`src/rtl/gsp_pkg.sv`:
```
// Shared types and constants for the grid symbol painter.
//   gsp_state_e : painter FSM states
//   SYM_*       : symbol codes stored in the readback table
//   COL_*       : ink colour of each symbol's shape pixels
//   LFSR_TAPS   : feedback mask for x^8+x^6+x^5+x^4+1 (state bits 7,5,4,3)
package gsp_pkg;

  typedef enum logic [2:0] {
    StIdle,
    StCard,
    StPick,
    StSym,
    StDone
  } gsp_state_e;

  localparam logic [1:0] SYM_FILL = 2'd0;
  localparam logic [1:0] SYM_BOX  = 2'd1;
  localparam logic [1:0] SYM_X    = 2'd2;
  localparam logic [1:0] SYM_PLUS = 2'd3;

  localparam logic [2:0] COL_FILL = 3'b100;
  localparam logic [2:0] COL_BOX  = 3'b001;
  localparam logic [2:0] COL_X    = 3'b010;
  localparam logic [2:0] COL_PLUS = 3'b011;

  localparam logic [7:0] LFSR_TAPS = 8'hB8;

endpackage

```
`src/rtl/lfsr8.sv`:
```
// 8-bit Fibonacci LFSR, shifts left every clock out of reset.
//   clk     : system clock
//   reset_n : asynchronous active-low reset, loads seed (0 replaced by 8'h01)
//   seed    : reset value, expected to be tied to a constant
//   q       : current LFSR state
module lfsr8
  import gsp_pkg::*;
(
  input  logic       clk,
  input  logic       reset_n,
  input  logic [7:0] seed,
  output logic [7:0] q
);

  logic [7:0] seed_safe;

  // An all-zero state would lock the register up.
  assign seed_safe = (seed == 8'h00) ? 8'h01 : seed;

  always_ff @(posedge clk or negedge reset_n) begin
    if (!reset_n) begin
      q <= seed_safe;
    end else begin
      q <= {q[6:0], ^(q & LFSR_TAPS)};
    end
  end

endmodule

```
`src/rtl/grid_symbol_painter.sv`:
```
// Paints a card background, then a ROWS x COLS grid of pseudo-random symbols,
// one pixel per clock, and keeps each cell's symbol code for readback.
//   clk, reset_n     : clock, asynchronous active-low reset
//   start            : one-cycle paint request (ignored while busy)
//   rd_row, rd_col   : readback cell index; rd_sym is its code (0 if out of range)
//   x, y, colour     : registered pixel stream, qualified by writeEn
//   busy, done       : paint in progress / paint finished
module grid_symbol_painter
  import gsp_pkg::*;
#(
  parameter int unsigned ROWS        = 3,
  parameter int unsigned COLS        = 3,
  parameter int unsigned X0          = 50,
  parameter int unsigned Y0          = 30,
  parameter int unsigned PITCH_X     = 20,
  parameter int unsigned PITCH_Y     = 20,
  parameter int unsigned SYM_W       = 8,
  parameter int unsigned SYM_H       = 8,
  parameter int unsigned NUM_SYMBOLS = 3,
  parameter int unsigned DRAW_CARD   = 1,
  parameter int unsigned CARD_X      = 40,
  parameter int unsigned CARD_Y      = 20,
  parameter int unsigned CARD_W      = 72,
  parameter int unsigned CARD_H      = 72,
  parameter logic [2:0]  CARD_COLOUR = 3'b111,
  parameter logic [7:0]  SEED        = 8'hA5
) (
  input  logic       clk,
  input  logic       reset_n,
  input  logic       start,
  input  logic [1:0] rd_row,
  input  logic [1:0] rd_col,
  output logic [1:0] rd_sym,
  output logic [7:0] x,
  output logic [6:0] y,
  output logic [2:0] colour,
  output logic       writeEn,
  output logic       busy,
  output logic       done
);

  if (ROWS < 1 || ROWS > 4 || COLS < 1 || COLS > 4 || SYM_W < 2 || SYM_W > 16 ||
      SYM_H < 2 || SYM_H > 16 || NUM_SYMBOLS < 2 || NUM_SYMBOLS > 4 ||
      X0 + (COLS - 1) * PITCH_X + SYM_W > 160 || Y0 + (ROWS - 1) * PITCH_Y + SYM_H > 120 ||
      (DRAW_CARD != 0 && (CARD_W < 1 || CARD_H < 1 ||
                          CARD_X + CARD_W > 160 || CARD_Y + CARD_H > 120)))
  begin : g_param_check
    $error("grid_symbol_painter: parameter set is out of range or paints off-screen");
  end

  localparam logic [7:0] CardWm1   = 8'(CARD_W - 1);
  localparam logic [7:0] CardHm1   = 8'(CARD_H - 1);
  localparam logic [7:0] SymWm1    = 8'(SYM_W - 1);
  localparam logic [7:0] SymHm1    = 8'(SYM_H - 1);
  localparam logic [7:0] SymWHalf  = 8'(SYM_W / 2);
  localparam logic [7:0] SymHHalf  = 8'(SYM_H / 2);
  localparam logic [1:0] RowLast   = 2'(ROWS - 1);
  localparam logic [1:0] ColLast   = 2'(COLS - 1);
  localparam gsp_state_e StFirst   = (DRAW_CARD != 0) ? StCard : StPick;

  gsp_state_e state_q;
  logic [7:0] u_q, v_q;
  logic [1:0] row_q, col_q, code_q;
  logic [1:0] sym_tab_q [4][4];
  logic [7:0] lfsr_q;
  logic [8:0] base_x, base_y;
  logic [7:0] pix_x;
  logic [6:0] pix_y;
  logic       unused_lfsr_hi;

  lfsr8 u_lfsr (
    .clk    (clk),
    .reset_n(reset_n),
    .seed   (SEED),
    .q      (lfsr_q)
  );

  // Only the low two bits pick a symbol; the rest is LFSR-internal state.
  assign unused_lfsr_hi = ^lfsr_q[7:2];

  function automatic logic [2:0] shape_colour(input logic [1:0] code, input logic [7:0] u,
                                              input logic [7:0] v);
    logic       hit;
    logic [2:0] ink;
    case (code)
      SYM_FILL: begin
        hit = 1'b1;
        ink = COL_FILL;
      end
      SYM_BOX: begin
        hit = (u == 8'd0) || (v == 8'd0) || (u == SymWm1) || (v == SymHm1);
        ink = COL_BOX;
      end
      SYM_X: begin
        hit = (u == v) || (({1'b0, u} + {1'b0, v}) == {1'b0, SymWm1});
        ink = COL_X;
      end
      default: begin
        hit = (u == SymWHalf) || (v == SymHHalf);
        ink = COL_PLUS;
      end
    endcase
    return hit ? ink : CARD_COLOUR;
  endfunction

  // 9-bit coordinate arithmetic, truncated onto the 8-bit x / 7-bit y bus.
  always_comb begin
    if (state_q == StCard) begin
      base_x = 9'(CARD_X);
      base_y = 9'(CARD_Y);
    end else begin
      base_x = 9'(X0 + 32'(col_q) * PITCH_X);
      base_y = 9'(Y0 + 32'(row_q) * PITCH_Y);
    end
    pix_x = 8'(base_x + {1'b0, u_q});
    pix_y = 7'(base_y + {1'b0, v_q});
  end

  assign rd_sym = (32'(rd_row) < ROWS && 32'(rd_col) < COLS) ? sym_tab_q[rd_row][rd_col] : 2'b00;

  always_ff @(posedge clk or negedge reset_n) begin
    if (!reset_n) begin
      state_q <= StIdle;
      u_q     <= '0;
      v_q     <= '0;
      row_q   <= '0;
      col_q   <= '0;
      code_q  <= '0;
      x       <= '0;
      y       <= '0;
      colour  <= '0;
      writeEn <= 1'b0;
      busy    <= 1'b0;
      done    <= 1'b0;
      for (int i = 0; i < 4; i++) begin
        for (int j = 0; j < 4; j++) begin
          sym_tab_q[i][j] <= '0;
        end
      end
    end else begin
      writeEn <= 1'b0;
      case (state_q)
        StIdle: begin
          if (start) begin
            state_q <= StFirst;
            busy    <= 1'b1;
            u_q     <= '0;
            v_q     <= '0;
            row_q   <= '0;
            col_q   <= '0;
          end
        end
        StCard: begin
          x       <= pix_x;
          y       <= pix_y;
          colour  <= CARD_COLOUR;
          writeEn <= 1'b1;
          if (u_q == CardWm1) begin
            u_q <= '0;
            if (v_q == CardHm1) begin
              v_q     <= '0;
              state_q <= StPick;
            end else begin
              v_q <= v_q + 8'd1;
            end
          end else begin
            u_q <= u_q + 8'd1;
          end
        end
        StPick: begin
          // Out-of-range codes are rejected; retry with next cycle's LFSR value.
          if (32'(lfsr_q[1:0]) < NUM_SYMBOLS) begin
            sym_tab_q[row_q][col_q] <= lfsr_q[1:0];
            code_q                  <= lfsr_q[1:0];
            state_q                 <= StSym;
          end
        end
        StSym: begin
          x       <= pix_x;
          y       <= pix_y;
          colour  <= shape_colour(code_q, u_q, v_q);
          writeEn <= 1'b1;
          if (u_q == SymWm1) begin
            u_q <= '0;
            if (v_q == SymHm1) begin
              v_q <= '0;
              if (row_q == RowLast && col_q == ColLast) begin
                state_q <= StDone;
              end else begin
                state_q <= StPick;
                if (col_q == ColLast) begin
                  col_q <= '0;
                  row_q <= row_q + 2'd1;
                end else begin
                  col_q <= col_q + 2'd1;
                end
              end
            end else begin
              v_q <= v_q + 8'd1;
            end
          end else begin
            u_q <= u_q + 8'd1;
          end
        end
        StDone: begin
          busy <= 1'b0;
          done <= 1'b1;
          // Qualify with done so the cycle right after the last pixel cannot restart.
          if (start && done) begin
            state_q <= StFirst;
            busy    <= 1'b1;
            done    <= 1'b0;
            u_q     <= '0;
            v_q     <= '0;
            row_q   <= '0;
            col_q   <= '0;
          end
        end
        default: state_q <= StIdle;
      endcase
    end
  end

endmodule

```
`config.mk`:
```
export PLATFORM = sky130hd
export DESIGN_NAME = grid_symbol_painter
export DESIGN_NICKNAME = d
export VERILOG_FILES = /design/src/rtl/gsp_pkg.sv /design/src/rtl/lfsr8.sv /design/src/rtl/grid_symbol_painter.sv
export SDC_FILE = /design/constraint.sdc
export NUM_CORES = 1
export LEC_CHECK = 0
export ABC_AREA = 1
export CAP_MARGIN = 0
export CORE_MARGIN = 3
export CORE_UTILIZATION = 30
export DETAILED_ROUTE_END_ITERATION = 16
export PLACE_DENSITY_LB_ADDON = 0.2
export SLEW_MARGIN = 10
export SYNTH_ARGS = -nofsm -noshare
export SYNTH_HDL_FRONTEND = slang
export SYNTH_SLANG_ARGS = --single-unit
```
`constraint.sdc`:
```
create_clock -name clk -period 6.2 [get_ports clk]
set_input_delay 1.24 -clock clk [delete_from_list [all_inputs] [get_ports clk]]
set_output_delay 1.24 -clock clk [all_outputs]
set_load 0.005 [all_outputs]
```
==> impl_results.md <==
- Routing usage on met2: 0.232
- R2r setup slk: between 3000 and 4000 ps
- Final Hold Fails: 0
- Vias post-DR: 3,730
- #FFs+latches synth: 72
- Vias in the first global route: ~3.7k
- Sum of negative setup slack: 0 ps
- Final routed wire length divided by cell count: between 10 and 15 um
- Area Overhead vs Synth: 17.3%
- Crit end category: output pin
- Clock tree buffer depth: 2
- Initial antenna violation count: 0
- Post-cts hold buffer count: 0
- Tot GR Track Use: 0.140
- Post-Synthesis Cells: 562
- Met1 Use GR: 0.185
- Die W: about 130 um
- Unrepaired setup endpoints after global routing: false
- R2R cell count: 14
- DPL Wire Length: around 8000 um
- Fillcell total: approximately 1.5k
- TritonCTS Sinks: approximately 70
- Synth Area per Inst: between 7 and 8 sq um
- GP Congestion: between 0.8 and 0.9
- Mapped Area: 4460 sq um
- Max cap viols: 0
- Dpl ws: 1830 ps
- Final setup margin: 1800 ps
- Gr ovfl total: 0
- Remaining antenna violation count: 0
- Library cells used by synthesis: between 40 and 50
- Clock skew: just over 9 ps
- DR pass1 iterations: 4
- Post-synth ARST share: 1.00
- Clock network fraction of total power: 0.247
- Buf/Inv on CP: 3
- Largest net degree at the start of global routing: 73
- Syn_nets: a little over 600
- Max rail drop VDD: about 0.00014 V
- Core area: between 10,000 and 15,000 sq um
- Slowest stage delay, CP: between 500 and 600 ps
- ANT cells: 0
- Max-slew violation count: 0
- Register area share after synthesis: 0.405
- Setup violations, final: 0
- Initial Utilization: 0.314
- Fin crit share: 0.710
- Crit start category: input port
- Clock latency at the later pin of the worst-skew pair: 340 ps
- Critical path origin: rd_row[0]
- Residual DRC: 0
- Final Cell Area: roughly 5200 sq um
- TritonCTS buffer count: 9
- Hold depth: 0
- Crit-path cells: clkdlybuf4s50_1 > inv_1 > nand3b_1 > o221ai_1 > a2111oi_0 > clkdlybuf4s50_1
- Worst-Margin Slew: between 900 and 1000 ps
- Peak Freq: between 200 and 250 MHz
- Root buf cell: clkbuf_16
- Slowest CP cell: clkdlybuf4s50_1
- Row count: 43
- End of the critical path: rd_sym[0]
- R2R Path Start: state_q[0]$_DFFE_PN0P_
- H-tree depth: 3
- Final #Nets: around 640
- Final Core Density: 0.368
- GR peak layer: met2
- WP data arrival: between 3000 and 4000 ps
- Area after DPL: between 4000 and 5000 sq um
- Minimum clock period: 4400 ps
- Main synth FF type: dfrtp_1
- Port Buffers: 29
- Top delay family on crit path: buffers and inverters
- Lkg Pwr: about 2.5 nW
- Starting DRC count in detailed routing: 192
- Sequential share of power: 0.315
- Net Switching: 0.821 mW
- Max Fanout on Critical Path: 7
- Hold Crit Class: reg2reg
- Cell Int Power: ~1.2 mW
- Status: finished clean
- First-pass GRT wire length: 18,400 um
- Final Power: around 2 mW
- Vias/cell: 4.77
- Die footprint: between 15,000 and 20,000 sq um
- Final Routed Wirelength: between 10,000 and 15,000 um
- Total power divided by cell area: between 300 and 400 nW/um^2
- RR Endpoint: y[6]$_DFFE_PN0P_
- Number of setup buffers added after CTS: 0
- Max_slew headroom: 0.396
- Reg clk slew, reported paths: roughly 60 ps
- Post-cts sizing count: 0
- Worst path most repeated cell: clkdlybuf4s50_1
- EDFF count, synth: 0
- CP required: between 4000 and 5000 ps
- Critical setup path kind: in2out
- Combinational share of power: 0.438
- Vert. Die Dim: about 130 um
- Syn. warnings: 0
- Number of cells on the critical path: 6
- Layout cells sized above 1: 0.101
- Met3 global-route usage: 0.0250
- TritonCTS clock tree: built
- Switching Share: 0.413
- I/O Pins: 30
[flip-flops by register name (all words and copies together) (netlist names)]
name	cells
colour	3
col_q	2
u_q	8
code_q	2
writeEn	1
v_q	8
state_q	3
row_q	2
sym_tab_q	18
u_lfsr.q	8
x	8
busy	1
y	7
done	1
[power groups by stage]
stage               logic, mW  registers (mW)  clock network, mW
floorplan               0.607           0.620                  0
global placement        0.871           0.632                  0
detailed placement      0.878           0.635                  0
CTS                     0.887           0.627              0.505
global route            0.999           0.639              0.524
finish                  0.872           0.627              0.492
[cell usage after synthesis, types with 3 or more instances]
| library cell | number | area, sq um |
|---|---|---|
| dfrtp_1 | 68 | 1700 |
| nand2_2 | 3 | 18.8 |
| o21ai_0 | 47 | 235 |
| nand2_4 | 4 | 45.0 |
| nor3_2 | 3 | 30.0 |
| nand2_1 | 145 | 544 |
| xor2_1 | 6 | 52.6 |
| or2_2 | 4 | 25.0 |
| nor3_1 | 6 | 30.0 |
| nor2_1 | 39 | 146 |
| clkbuf_1 | 5 | 18.8 |
| ha_1 | 32 | 400 |
| o22ai_1 | 3 | 18.8 |
| a21oi_1 | 30 | 150 |
| nand4_1 | 7 | 43.8 |
| nor2_2 | 6 | 37.5 |
| xnor2_1 | 3 | 26.3 |
| nand3_1 | 38 | 190 |
| inv_1 | 71 | 267 |
| inv_2 | 6 | 22.5 |
| dfstp_2 | 4 | 105 |
| fa_1 | 3 | 60.1 |
[cell families after synthesis]
| logic type | synth area share |
|---|---|
| AO/OA/AOI/OAI | 0.122 |
| XOR/XNOR | 0.0177 |
| adder cells (fa/ha/maj) | 0.103 |
| buffers and inverters | 0.0769 |
| flip-flops | 0.405 |
| AND/OR/NAND/NOR | 0.275 |
[how the worst min path moves through the flow]
| stage | startpoint | end | slack (ps) |
|---|---|---|---|
| floorplan | u_lfsr.q[6]$_DFF_PN0_ | u_lfsr.q[7]$_DFF_PN1_ | 330 |
| global placement | u_lfsr.q[6]$_DFF_PN0_ | u_lfsr.q[7]$_DFF_PN1_ | 330 |
| detailed placement | u_lfsr.q[6]$_DFF_PN0_ | u_lfsr.q[7]$_DFF_PN1_ | 340 |
| CTS | u_lfsr.q[6]$_DFF_PN0_ | u_lfsr.q[7]$_DFF_PN1_ | 350 |
| global route | u_lfsr.q[6]$_DFF_PN0_ | u_lfsr.q[7]$_DFF_PN1_ | 380 |
| finish | u_lfsr.q[6]$_DFF_PN0_ | u_lfsr.q[7]$_DFF_PN1_ | 350 |
[metrics by stage]
stage / cells / hold WS, ps
after floorplan: 562 / 333
after global placement: 766 / 335
after detailed placement: 766 / 341
after CTS: 782 / 355
after global routing: 782 / 381
final: 782 / 352
[cells in the final DEF, fill, tap and decap left out, drive strengths merged, types with 2 or more instances in the layout]
cell type / n
a21oi: 31
buf: 2
clkbuf: 10
clkdlybuf4s50: 28
clkinv: 5
clkinvlp: 2
dfrtp: 68
dfstp: 4
fa: 3
ha: 32
inv: 79
nand2: 153
nand3: 39
nand3b: 2
nand4: 7
nor2: 48
nor3: 9
nor4: 2
o21ai: 52
o22ai: 3
o31ai: 2
or2: 4
xnor2: 3
xor2: 6
[final cells by class]
class,count,area (sq um),area share
Sequential cell,72,1810,0.346
Inverter,80,313,0.0599
Timing Repair Buffer,30,293,0.0560
Tap cell,180,225,0.0431
Clock inverter,6,42.5,0.00814
Clock buffer,10,239,0.0457
Multi-Input combinational cell,404,2310,0.441
[per-layer routing]
metal / routed length (um) / part of all wire / vias up
met5: 0 / 0 / -
met4: 243 / 0.023 / 0
met3: 313 / 0.029 / 18
met2: 5030 / 0.47 / 77
li1: - / - / 1897
met1: 5120 / 0.48 / 1738
(Power assumes the default switching activity.)
